[config.mk]
export PLATFORM = sky130hd
export DESIGN_NAME = fb_bit_loader
export DESIGN_NICKNAME = d
export VERILOG_FILES = /design/src/rtl/fb_pkg.sv /design/src/rtl/sync_fifo.sv /design/src/rtl/fb_bit_loader.sv
export SDC_FILE = /design/constraint.sdc
export NUM_CORES = 1
export LEC_CHECK = 0
export ABC_AREA = 1
export CAP_MARGIN = 10
export CORE_MARGIN = 10
export CORE_UTILIZATION = 30
export CTS_CLUSTER_DIAMETER = 120
export CTS_CLUSTER_SIZE = 10
export DETAILED_ROUTE_END_ITERATION = 12
export SYNTH_ARGS = -nofsm -noshare
export SYNTH_HDL_FRONTEND = slang
export SYNTH_SLANG_ARGS = --single-unit
[constraint.sdc]
create_clock -name clk -period 4.5 [get_ports clk]
set_input_delay 0.675 -clock clk [delete_from_list [all_inputs] [get_ports clk]]
set_output_delay 0.675 -clock clk [all_outputs]
set_load 0.005 [all_outputs]
[src/rtl/fb_pkg.sv]
// Shared framebuffer geometry and loader state type for the 1-bit framebuffer path.
package fb_pkg;

  localparam int unsigned FB_W      = 80;
  localparam int unsigned FB_H      = 60;
  localparam int unsigned FB_X_W    = $clog2(FB_W);
  localparam int unsigned FB_Y_W    = $clog2(FB_H);
  localparam int unsigned FB_PIXELS = FB_W * FB_H;

  typedef enum logic [1:0] {
    LD_IDLE,
    LD_LOAD,
    LD_DONE
  } ld_state_e;

endpackage

[src/rtl/sync_fifo.sv]
// Single-clock FIFO with registered read data; a pop loads rdata_o on the same edge.
module sync_fifo #(
  parameter int unsigned WIDTH = 1,
  parameter int unsigned DEPTH = 16
) (
  input  logic             clk,
  input  logic             rst,
  input  logic             push_i,
  input  logic [WIDTH-1:0] wdata_i,
  input  logic             pop_i,
  output logic [WIDTH-1:0] rdata_o,
  output logic             full_o,
  output logic             empty_o
);

  localparam int unsigned AW = (DEPTH > 1) ? $clog2(DEPTH) : 1;

  logic [WIDTH-1:0] mem_q [DEPTH];
  logic [AW:0]      wr_ptr_q;
  logic [AW:0]      rd_ptr_q;
  logic [WIDTH-1:0] rdata_q;
  logic             do_push;
  logic             do_pop;

  // Extra pointer MSB distinguishes full from empty when the indices match.
  assign empty_o = (wr_ptr_q == rd_ptr_q);
  assign full_o  = (wr_ptr_q[AW] != rd_ptr_q[AW]) &&
                   (wr_ptr_q[AW-1:0] == rd_ptr_q[AW-1:0]);
  assign do_push = push_i && !full_o;
  assign do_pop  = pop_i && !empty_o;
  assign rdata_o = rdata_q;

  always_ff @(posedge clk) begin
    if (rst) begin
      wr_ptr_q <= '0;
      rd_ptr_q <= '0;
      rdata_q  <= '0;
    end else begin
      if (do_push) begin
        wr_ptr_q <= wr_ptr_q + 1'b1;
      end
      if (do_pop) begin
        rd_ptr_q <= rd_ptr_q + 1'b1;
        rdata_q  <= mem_q[rd_ptr_q[AW-1:0]];
      end
    end
  end

  always_ff @(posedge clk) begin
    if (do_push) begin
      mem_q[wr_ptr_q[AW-1:0]] <= wdata_i;
    end
  end

endmodule

[src/rtl/fb_bit_loader.sv]
// Buffers a serial pixel-bit stream and writes it raster-order into framebuffer RAM,
// only issuing pops while the VGA controller is blanking.
module fb_bit_loader #(
  parameter int unsigned FB_W       = fb_pkg::FB_W,
  parameter int unsigned FB_H       = fb_pkg::FB_H,
  parameter int unsigned FIFO_DEPTH = 16
) (
  input  logic                    clk,
  input  logic                    rst,
  input  logic                    display_active,
  input  logic                    frame_start,
  input  logic                    s_valid,
  input  logic                    s_data,
  output logic                    s_ready,
  output logic                    wr_en,
  output logic [$clog2(FB_W)-1:0] wr_x,
  output logic [$clog2(FB_H)-1:0] wr_y,
  output logic                    wr_data,
  output logic                    busy,
  output logic                    frame_done
);

  import fb_pkg::*;

  localparam int unsigned XW = $clog2(FB_W);
  localparam int unsigned YW = $clog2(FB_H);
  localparam logic [XW-1:0] X_LAST = XW'(FB_W - 1);
  localparam logic [YW-1:0] Y_LAST = YW'(FB_H - 1);

  ld_state_e     state_q;
  logic [XW-1:0] x_q;
  logic [YW-1:0] y_q;
  logic [XW-1:0] s1_x_q;
  logic [YW-1:0] s1_y_q;
  logic          s1_vld_q;
  logic          s1_last_q;
  logic          wr_en_q;
  logic          wr_last_q;
  logic [XW-1:0] wr_x_q;
  logic [YW-1:0] wr_y_q;
  logic          wr_data_q;
  logic          busy_q;
  logic          done_q;
  logic          rdy_q;

  logic          fifo_full;
  logic          fifo_empty;
  logic          fifo_pop;
  logic [0:0]    fifo_rdata;
  logic          at_last;
  logic          restart;
  logic          advance;

  sync_fifo #(
    .WIDTH (1),
    .DEPTH (FIFO_DEPTH)
  ) u_fifo (
    .clk     (clk),
    .rst     (rst),
    .push_i  (s_valid && s_ready),
    .wdata_i (s_data),
    .pop_i   (fifo_pop),
    .rdata_o (fifo_rdata),
    .full_o  (fifo_full),
    .empty_o (fifo_empty)
  );

  assign s_ready = rdy_q && !fifo_full;
  assign at_last = (x_q == X_LAST) && (y_q == Y_LAST);
  assign restart = frame_start && (state_q != LD_DONE);
  // busy_q doubles as "pixels still to pop in this frame".
  assign fifo_pop = (state_q == LD_LOAD) && busy_q && !fifo_empty &&
                    !display_active && !frame_start;
  // A popped bit waits in stage 1 while the display is active, so at most the
  // write already registered on the rising edge lands in the visible area.
  assign advance  = s1_vld_q && !display_active;

  always_ff @(posedge clk) begin
    if (rst) begin
      state_q   <= LD_IDLE;
      x_q       <= '0;
      y_q       <= '0;
      s1_x_q    <= '0;
      s1_y_q    <= '0;
      s1_vld_q  <= 1'b0;
      s1_last_q <= 1'b0;
      wr_en_q   <= 1'b0;
      wr_last_q <= 1'b0;
      wr_x_q    <= '0;
      wr_y_q    <= '0;
      wr_data_q <= 1'b0;
      busy_q    <= 1'b0;
      done_q    <= 1'b0;
      rdy_q     <= 1'b0;
    end else begin
      rdy_q     <= 1'b1;
      wr_en_q   <= 1'b0;
      wr_last_q <= 1'b0;
      done_q    <= 1'b0;

      if (restart) begin
        s1_vld_q <= 1'b0;
      end else if (advance) begin
        wr_en_q   <= 1'b1;
        wr_x_q    <= s1_x_q;
        wr_y_q    <= s1_y_q;
        wr_data_q <= fifo_rdata[0];
        wr_last_q <= s1_last_q;
        s1_vld_q  <= 1'b0;
      end

      if (fifo_pop) begin
        s1_vld_q  <= 1'b1;
        s1_x_q    <= x_q;
        s1_y_q    <= y_q;
        s1_last_q <= at_last;
        if (at_last) begin
          busy_q <= 1'b0;
        end
        if (x_q == X_LAST) begin
          x_q <= '0;
          y_q <= (y_q == Y_LAST) ? '0 : y_q + 1'b1;
        end else begin
          x_q <= x_q + 1'b1;
        end
      end

      case (state_q)
        LD_IDLE: begin
          if (frame_start) begin
            state_q <= LD_LOAD;
            x_q     <= '0;
            y_q     <= '0;
            busy_q  <= 1'b1;
          end
        end
        LD_LOAD: begin
          if (frame_start) begin
            x_q    <= '0;
            y_q    <= '0;
            busy_q <= 1'b1;
          end else if (wr_en_q && wr_last_q) begin
            state_q <= LD_DONE;
            done_q  <= 1'b1;
          end
        end
        LD_DONE: begin
          state_q <= LD_IDLE;
        end
        default: begin
          state_q <= LD_IDLE;
        end
      endcase
    end
  end

  assign wr_en      = wr_en_q;
  assign wr_x       = wr_x_q;
  assign wr_y       = wr_y_q;
  assign wr_data    = wr_data_q;
  assign busy       = busy_q;
  assign frame_done = done_q;

endmodule

==> flow_summary.ini, run 1 <==
[worst_hold_path]
worstHoldPathType = reg -> reg

[synth]
synth_enable_flop_cells = 16
synthCells = 429
netlist_top_cells_area = dfxtp_1, edfxtp_1, nor2_1
synth_cell_types = 35
syn-num-nets = 442
synth-warning-count = 0
ys_seq_elements = 76
synth-main-ff-cell = dfxtp_1
cell_with_the_most_instances_after_synthesis = nor2_1
netlist_top_cells_count = nor2_1, nand2_1, dfxtp_1
async_flop_share = 0
synth_top_area_share = 0.3541
post_synth_instance_area_um2 = 3392
avgSynthCellArea_um2 = 7.907
post-synth-top-area-cell = dfxtp_1
synth_sequential_area_ratio = 0.4958

[route]
drt_pre_antenna_iters = 4
routed_wl_um = 7217
routed-via-count = 2707
via_per_inst = 4.557
routedWlPerCell_um = 12.15
dr.first_iter.drc_count = 209
antenna_left = 0
post-route-drc-count = 0

[pwr]
pwr_density_cell_nw_per_um2 = 369.8
leakage_nw = 1.546
power.ir.vdd_worst_v = 0.0001530

[timing]
rsz0062_at_grt = no
setup_violations = 0
time_the_final_worst_path_needs_with_i_o_delays_and_setup_ps = 2853
hold_viol_final = 0
timing.fmax_ghz = 0.3506
report.final.slew_viol_count = 0
final_min_period_over_clock_period = 0.6339
slew_headroom = 0.5166
setup-tns-final_ps = 0
worstMarginPinSlew_ps = 724.3
final.setup_skew_ps = 4.577

[floorplanning]
ioPinCount = 24
overall_die_area_um2 = 15960
fp.dieH_um = 126.3
effective_utilization_at_floorplan = 0.3102
floorplan.core_area_um2 = 10940
floorplan.rows = 38
fp.dieW_um = 126.3

[clock_tree]
ctsHtreeMaxLevel = 3
cts-root-buf = clkbuf_16
insertion_delay_ps = 340
cts.path.max_buffers = 2
cts_hold_buf = 0
clk_pin_slew_worst_paths_ps = 60
cts_tree = done
cts_repair_resize_count = 0
cts.repair_timing.setup_buffer_count = 0
tritoncts_num_sinks = 76
cts_made_buffers = 9

[worst_setup_path]
type_of_element_launching_the_critical_path = flip-flop
setup.reg_to_reg.worst_slack_ps = 2340
critical_path_peak_fanout = 13
critical_path_required_ps = 3830
cp.arrival_ps = 2180
timing.setup.critical_path_class = reg -> out
end_kind = output pin

[final_layout]
layout_fillers = 1149
final_nets = 462
flow.area_growth_from_synthesis_pct = 18.37
area.sequential_um2 = 1682
final_core_density = 0.3672
post_route_cells_drive_above_1_share = 0.07489
antenna_cells = 0
combined_area_of_the_multi_input_logic_cells_um2 = 1459
stdcell_count = 594

[run_status]
run_status = finished, final reports clean

[grt]
first_global_vias = 2617
grt_antenna_before_repair = 0
overflow = 0
first_pass_grt_wire_length_um = 12420
grt_max_degree = 35
groute.usage.overall = 0.09256

[place]
dp_hpwl_um = 5043
globalplace.congestion = 0.8146
placed_cells = 578
io_buffer_count = 23

[job]
cap_violations = 0
==> state kept, by name (all words and copies together) (netlist names), 2 cells and up <==
| signal | cells |
|---|---|
| y_q | 6 |
| wr_y | 6 |
| wr_x | 7 |
| s1_y_q | 6 |
| u_fifo.mem_q | 16 |
| u_fifo.wr_ptr_q | 5 |
| state_q | 2 |
| u_fifo.rd_ptr_q | 5 |
| x_q | 7 |
| s1_x_q | 7 |
==> worst paths after layout <==
check                                                startpoint                   end  depth (start not counted)
worst max-delay path            u_fifo.rd_ptr_q[0]$_SDFFE_PP0P_               s_ready                          8
worst min-delay path                u_fifo.rdata_o$_SDFFE_PP0P_  wr_data$_SDFFE_PP0P_                          2
worst max register to register  u_fifo.rd_ptr_q[0]$_SDFFE_PP0P_     y_q[2]$_SDFF_PP0_                         10
worst min register to register      u_fifo.rdata_o$_SDFFE_PP0P_  wr_data$_SDFFE_PP0P_                          2
==> kinds of logic (layout without fill, tap and decap cells) <==
group / after synthesis / count (layout) / synth area share
AND/OR/NAND/NOR: 203 / 203 / 0.2630
AO/OA/AOI/OAI: 79 / 79 / 0.1206
flip-flops: 76 / 76 / 0.4958
buffers and inverters: 56 / 81 / 0.07414
XOR/XNOR: 8 / 8 / 0.02066
adder cells (fa/ha/maj): 7 / 7 / 0.02582
==> placed cells by master, fill, tap and decap left out, types with 7 or more instances in the layout <==
master and n:
clkbuf_16 9, a21oi_1 28, inv_1 34, o21ai_1 8, o21ai_0 37, ha_1 7, clkdlybuf4s50_1 23, dfxtp_1 60
nor2_1 84, edfxtp_1 16, nand2_1 79, nand3_1 16
==> where the power goes <==
group / leakage [nW] / internal (W) / switching, W
clock: 0.150 / 0.000447 / 0.000278
sequential: 0.629 / 0.000701 / 0.00000480
combinational: 0.767 / 0.0000193 / 0.0000355
==> per-stage QoR <==
stage	power, W	worst slack (ps)	cell area [µm²]	hold WS (ps)
6_report	0.001485	1647	4015	458.8
5_1_grt	0.001537	1422	4015	472.4
4_1_cts	0.001500	1579	4015	462.6
3_5_place_dp	0.0007756	1694	3714	453.3
3_3_place_gp	0.0007744	1802	3714	453.2
2_1_floorplan	0.0007556	2814	3392	429.8
==> worst max-delay path, cell delays in order, from the launching register on <==
cell and delay [ps]:
dfxtp_1 610, inv_2 190, nand2_1 100, nand2_1 80, nor2_4 110, nand3b_1 100, nand2_1 120, inv_1 80
clkdlybuf4s50_1 450
==> routing by layer <==
layer | global-route usage | vias to the layer above | share of wire
met5 | 0 | - | 0
met4 | 0.04622 | 0 | 0.017
met3 | 0.02582 | 7 | 0.039
met2 | 0.1362 | 39 | 0.42
met1 | 0.1214 | 1228 | 0.52
li1 | - | 1433 | -
==> final cells by class <==
| cell class | instances | area share |
|---|---|---|
| Timing Repair Buffer | 25 | 0.06108 |
| Multi-Input combinational cell | 297 | 0.3634 |
| Inverter | 40 | 0.03802 |
| Clock inverter | 5 | 0.01465 |
| Clock buffer | 11 | 0.06046 |
| Sequential cell | 76 | 0.4188 |
| Tap cell | 140 | 0.04363 |
No activity file was read; power rests on OpenSTA's default activity.
==> run 2: changes to the inputs <==
==> constraint.sdc (replaced) <==
create_clock -name clk -period 2.8 [get_ports clk]
set_input_delay 0.42 -clock clk [delete_from_list [all_inputs] [get_ports clk]]
set_output_delay 0.42 -clock clk [all_outputs]
set_load 0.005 [all_outputs]
==> run 2 against run 1 <==
Compared with the run above:
- die area unchanged
- global-route usage is 0.15 points higher
- sequential power increased by 60%
- register-to-register slack got worse by 1400 ps
- worst setup slack lost 1300 ps
- via count up 1.7%
- power is 56% higher
- largest power group is now registers
==> flow_summary.ini, run 2 (synthesis gave the netlist of run 1 again) <==
[timing]
timing.fmax_ghz = 0.4114
worstMarginPinSlew_ps = 793.1
final.setup_skew_ps = 8.178
time_the_final_worst_path_needs_with_i_o_delays_and_setup_ps = 2431
hold_viol_final = 0
rsz0062_at_grt = no
slew_headroom = 0.4707
final_min_period_over_clock_period = 0.8682
report.final.slew_viol_count = 0
hold_slack_ps = 461.4
setup_violations = 0
setup-tns-final_ps = 0

[clock_tree]
tritoncts_num_sinks = 76
insertion_delay_ps = 340
cts_repair_resize_count = 0
cts.path.max_buffers = 2
ctsHtreeMaxLevel = 3
clk_pin_slew_worst_paths_ps = 60
cts_hold_buf = 0
cts-root-buf = clkbuf_16
cts.repair_timing.setup_buffer_count = 0
cts_made_buffers = 9
cts_tree = done

[route]
post-route-drc-count = 0
dr.first_iter.drc_count = 146
met3_wirelength_um = 319
dr_wl_met2_um = 3099
drt_pre_antenna_iters = 4
routedWlPerCell_um = 12.28
routed-via-count = 2753
routed_wl_um = 7319
antenna_left = 0
wl_met1_um = 3716
topmost_layer_with_routed_signal_wires = met4
via_per_inst = 4.619

[floorplanning]
fp.dieW_um = 126.3
fp.dieH_um = 126.3
overall_die_area_um2 = 15960
effective_utilization_at_floorplan = 0.3102
floorplan.rows = 38
ioPinCount = 24
floorplan.core_area_um2 = 10940

[grt]
first_global_vias = 2573
grt_max_degree = 35
groute.usage.overall = 0.09406
grt_antenna_before_repair = 0
first_pass_grt_wire_length_um = 12540
overflow = 0

[worst_hold_path]
worstHoldPathCells = 2
hold_end = wr_data$_SDFFE_PP0P_
worstHoldPathType = reg -> reg
beginning_of_the_worst_hold_path = u_fifo.rdata_o$_SDFFE_PP0P_

[pwr]
clkPwrFrac = 0.472
power.internal_w = 0.001770
total_power_w = 0.002316
power.ir.vdd_worst_v = 0.0003035
leakage_nw = 1.547
netSwitchingPower_w = 0.0005460
pwr_density_cell_nw_per_um2 = 577.1
power.sequential.fraction = 0.489
power_frac_comb = 0.038
netSwitchingFraction = 0.2357

[worst_setup_path]
critPathBufInv = 3
critical_path_peak_fanout = 11
critical_path.reg2reg.endpoint = u_fifo.mem_q[8]$_DFFE_PP_
critPathTopFamily = buffers and inverters
critical-path-slowest-cell = dfxtp_1
cp_slowest_stage_delay_ps = 570
end_kind = output pin
cp.arrival_ps = 2010
crit_path_frequent_cell = nand2_1
setup.reg_to_reg.worst_slack_ps = 890
cp_cell_sequence = inv_2, nand2_1, nand2_1, nor2_4, nand3b_1, nand2_1, inv_1, clkdlybuf4s50_1
type_of_element_launching_the_critical_path = flip-flop
critical_path_required_ps = 2380
timing.setup.critical_path_class = reg -> out
worst-r2r-cell-count = 8
worst_r2r_startpoint = u_fifo.rd_ptr_q[1]$_SDFFE_PP0P_

[place]
dp_hpwl_um = 5174
placed_cells = 580
globalplace.congestion = 0.7925
io_buffer_count = 23

[final_layout]
antenna_cells = 0
layout_common_cells = nor2_1, nand2_1, dfxtp_1, o21ai_0, inv_1
post_route_cells_drive_above_1_share = 0.08114
final_common_cell = nor2_1
final_nets = 464
area.sequential_um2 = 1682
layout_fillers = 1153
largest_register_ffs = 16
flow.area_growth_from_synthesis_pct = 18.33
combined_area_of_the_multi_input_logic_cells_um2 = 1459
stdcell_count = 596

[run_status]
run_status = finished, final reports clean

[job]
cap_violations = 0
run 2: cell types whose count changed in the layout (fill, tap and decap cells not counted):
cell,before,now
inv_8,0,1
clkbuf_8,1,0
bufinv_16,1,0
buf_4,2,4
inv_4,2,1
clkinv_4,1,4
clkbuf_1,1,0
run 2: worst max path at each step:
stage	start	end	slack, ps	cells after the start
after floorplan	u_fifo.rd_ptr_q[1]$_SDFFE_PP0P_	u_fifo.mem_q[0]$_DFFE_PP_	1260	10
after global placement	frame_start	y_q[5]$_SDFF_PP0_	590	7
after detailed placement	frame_start	y_q[3]$_SDFF_PP0_	520	7
after CTS	u_fifo.rd_ptr_q[1]$_SDFFE_PP0P_	s_ready	310	8
after global routing	u_fifo.rd_ptr_q[1]$_SDFFE_PP0P_	s_ready	170	8
final	u_fifo.rd_ptr_q[1]$_SDFFE_PP0P_	s_ready	370	8
run 2: layout make-up:
class / instances / area share
well taps: 140 / 0.04364
multi-input cells: 297 / 0.3635
clock inverters: 7 / 0.01496
inverters: 40 / 0.03803
clock buffers: 9 / 0.05611
repair buffers: 27 / 0.06484
flip-flops and latches: 76 / 0.4190
run 2: power groups by stage:
stage	logic, W	clock network, W	registers [W]
3_5_place_dp	0.0000903	0	0.00116
4_1_cts	0.0000907	0.00113	0.00113
5_1_grt	0.000103	0.00117	0.00113
2_1_floorplan	0.0000593	0	0.00116
6_report	0.0000888	0.00109	0.00113
3_3_place_gp	0.0000882	0	0.00116
run 2: worst reg2reg max path: stages (launching register included):
cell and delay (ps):
dfxtp_1 570, nand2_1 110, nand2_1 120, nor2_4 60, nand3b_1 90, nand2_1 80, nor2_2 260, nand2_1 190
nor2_1 150
run 2: routing by layer:
layer  track usage  vias to the layer above
met3       0.02082                       14
met5             0                        -
met4       0.05626                        0
li1              -                     1440
met1        0.1264                     1258
met2        0.1344                       41
run 2: metrics by stage:
step / util / cell area, µm² / setup WS [ps]
after floorplan: - / 3392 / 1260
after detailed placement: 0.3410 / 3729 / 515.7
after global placement: 0.3410 / 3729 / 591.4
after global routing: 0.3670 / 4014 / 171.4
after CTS: 0.3670 / 4014 / 313.7
final: 0.3670 / 4014 / 369.1
==> run 3: changes to the inputs <==
--- a/config.mk
+++ b/config.mk
@@ -14,4 +14,5 @@
 export DETAILED_ROUTE_END_ITERATION = 12
 export SYNTH_ARGS = -nofsm -noshare
 export SYNTH_HDL_FRONTEND = slang
+export SYNTH_HIERARCHICAL = 1
 export SYNTH_SLANG_ARGS = --single-unit
==> run 3 against run 2 <==
Compared with the run above:
- wire length decreased by 0.71%
- global-route usage decreased by 0.15 points
- final area increased by 2.6%
==> flow_summary.ini, run 3 <==
[floorplanning]
fp.dieW_um = 128.3
fp.dieH_um = 128.3
overall_die_area_um2 = 16460
floorplan.core_area_um2 = 11470
floorplan.rows = 39
effective_utilization_at_floorplan = 0.3068
ioPinCount = 24

[pwr]
power.sequential.fraction = 0.499
netSwitchingFraction = 0.2252
power.ir.vdd_worst_v = 0.0002290
power_frac_comb = 0.043
netSwitchingPower_w = 0.0005125
pwr_density_cell_nw_per_um2 = 552.6
power.internal_w = 0.001763
clkPwrFrac = 0.458
total_power_w = 0.002276
leakage_nw = 1.632

[final_layout]
stdcell_count = 603
flow.area_growth_from_synthesis_pct = 17.07
antenna_cells = 0
final_common_cell = nor2_1
final_nets = 468
layout_common_cells = nor2_1, dfxtp_1, nand2_1, inv_1, o21ai_0
largest_register_ffs = 16
post_route_cells_drive_above_1_share = 0.1370

[clock_tree]
cts_made_buffers = 9
clk_pin_slew_worst_paths_ps = 60
insertion_delay_ps = 340
cts_repair_resize_count = 0
cts_tree = done
cts.path.max_buffers = 2
cts.repair_timing.setup_buffer_count = 0
cts-root-buf = clkbuf_16
tritoncts_num_sinks = 76
cts_hold_buf = 0
ctsHtreeMaxLevel = 3

[grt]
grt_antenna_before_repair = 0
groute.usage.overall = 0.09260
grt_max_degree = 32
first_global_vias = 2635
overflow = 0
first_pass_grt_wire_length_um = 12380

[worst_setup_path]
worst-r2r-cell-count = 13
end_kind = output pin
type_of_element_launching_the_critical_path = flip-flop
cp_slowest_stage_delay_ps = 580
timing.setup.critical_path_class = reg -> out
critical_path_peak_fanout = 13
critical_path_required_ps = 2380
cp_cell_sequence = inv_2, nand2_1, nand2_1, nor2_4, nand3_4, inv_1, nor2_1, clkdlybuf4s50_1
critical-path-slowest-cell = dfxtp_1
cp.arrival_ps = 2100
crit_path_frequent_cell = nand2_1

[place]
globalplace.congestion = 0.8002
placed_cells = 587
place_ws_ps = 594.0
io_buffer_count = 23
dp_hpwl_um = 5220

[synth]
ys_seq_elements = 76
synth_cell_types = 38
synth-main-ff-cell = dfxtp_1
synth_top_area_share = 0.3414
cell_with_the_most_instances_after_synthesis = nor2_1
netlist_top_cells_count = nor2_1, dfxtp_1, nand2_1
syn-num-nets = 445
netlist_top_cells_area = dfxtp_1, edfxtp_1, nor2_1
avgSynthCellArea_um2 = 8.144
synth-warning-count = 6
synth_enable_flop_cells = 16
post-synth-top-area-cell = dfxtp_1
synth_sequential_area_ratio = 0.4780
synthCells = 432
async_flop_share = 0
post_synth_instance_area_um2 = 3518

[timing]
hold_slack_ps = 458.9
hold_viol_final = 0
final.setup_skew_ps = 3.588
final_min_period_over_clock_period = 0.8987
worstMarginPinSlew_ps = 676.2
timing.fmax_ghz = 0.3974
setup_slack_ps = 283.7
rsz0062_at_grt = no
slew_headroom = 0.5464
report.final.slew_viol_count = 0
time_the_final_worst_path_needs_with_i_o_delays_and_setup_ps = 2516
setup_violations = 0
setup-tns-final_ps = 0

[route]
routedWlPerCell_um = 12.05
drt_pre_antenna_iters = 4
routed_wl_um = 7267
routed-via-count = 2755
post-route-drc-count = 0
via_per_inst = 4.569
dr.first_iter.drc_count = 180
antenna_left = 0

[run_status]
run_status = finished, final reports clean

[worst_hold_path]
worstHoldPathCells = 2
worstHoldPathType = reg -> reg

[job]
cap_violations = 0
[run 3: changes by cell type after synthesis, moves of 4 or more]
| cell | previous run | this run |
|---|---|---|
| nand2_1 | 79 | 57 |
| o21ai_0 | 37 | 25 |
| nand2_2 | 2 | 12 |
| a21oi_1 | 28 | 21 |
| nand3_1 | 16 | 23 |
| inv_1 | 34 | 39 |
| inv_2 | 5 | 10 |
| nor2_1 | 84 | 89 |
| o21ai_1 | 8 | 13 |
| nand3_2 | 0 | 4 |
[run 3: final cells by class]
type,count,area (µm²)
Fill cell,1143,7348
Sequential cell,76,1682
Multi-Input combinational cell,290,1549
Timing Repair Buffer,25,245.2
Clock buffer,12,236.5
Inverter,53,203.9
Tap cell,143,178.9
Clock inverter,4,23.77
[run 3: stage by stage]
step             util  cell area [µm²]
2_1_floorplan       -             3518
3_3_place_gp   0.3365             3859
3_5_place_dp   0.3365             3859
4_1_cts        0.3592             4119
5_1_grt        0.3592             4119
6_report       0.3592             4119
[run 3: logic make-up (layout without fill, tap and decap cells)]
group | after synthesis | count (layout) | share of synthesized area
xor+xnor | 8 | 8 | 0.02205
fa+ha+maj | 7 | 7 | 0.02489
compound gates | 66 | 66 | 0.1014
buf+inv | 66 | 94 | 0.08179
simple gates | 209 | 209 | 0.2920
flops | 76 | 76 | 0.4780
[run 3: layer usage]
metal  global-route usage  vias up  wire, µm
met3              0.02771       20       447
met2               0.1370       64      3138
met1               0.1163     1243      3476
met4              0.05430        0       204
met5                    0        -         0
li1                     -     1428         -
[run 3: path summary, 6_finish.rpt]
check | start | end | slack (ps)
hold / removal | s1_x_q[2]$_SDFFE_PP0N_ | wr_x[2]$_SDFFE_PP0P_ | 460
setup / recovery | u_fifo/rd_ptr_q[0]$_SDFFE_PP0P_ | s_ready | 280
setup reg to reg | u_fifo/rd_ptr_q[0]$_SDFFE_PP0P_ | x_q[5]$_SDFF_PP0_ | 590
hold reg to reg | s1_x_q[2]$_SDFFE_PP0N_ | wr_x[2]$_SDFFE_PP0P_ | 460
[run 3: power groups by stage]
stage               Combinational (W)  Clock (W)  Sequential [W]
finish                      0.0000970    0.00104         0.00114
global route                 0.000110    0.00110         0.00114
CTS                         0.0000983    0.00107         0.00114
detailed placement          0.0000980          0         0.00116
global placement            0.0000968          0         0.00116
floorplan                   0.0000686          0         0.00116
[run 3: worst max-delay path: cells and delay by family, from the launching register on]
kind                   cells  cell delay [ps]
and+or+nand+nor            5              490
DFF                        1              580
buffers and inverters      3              690
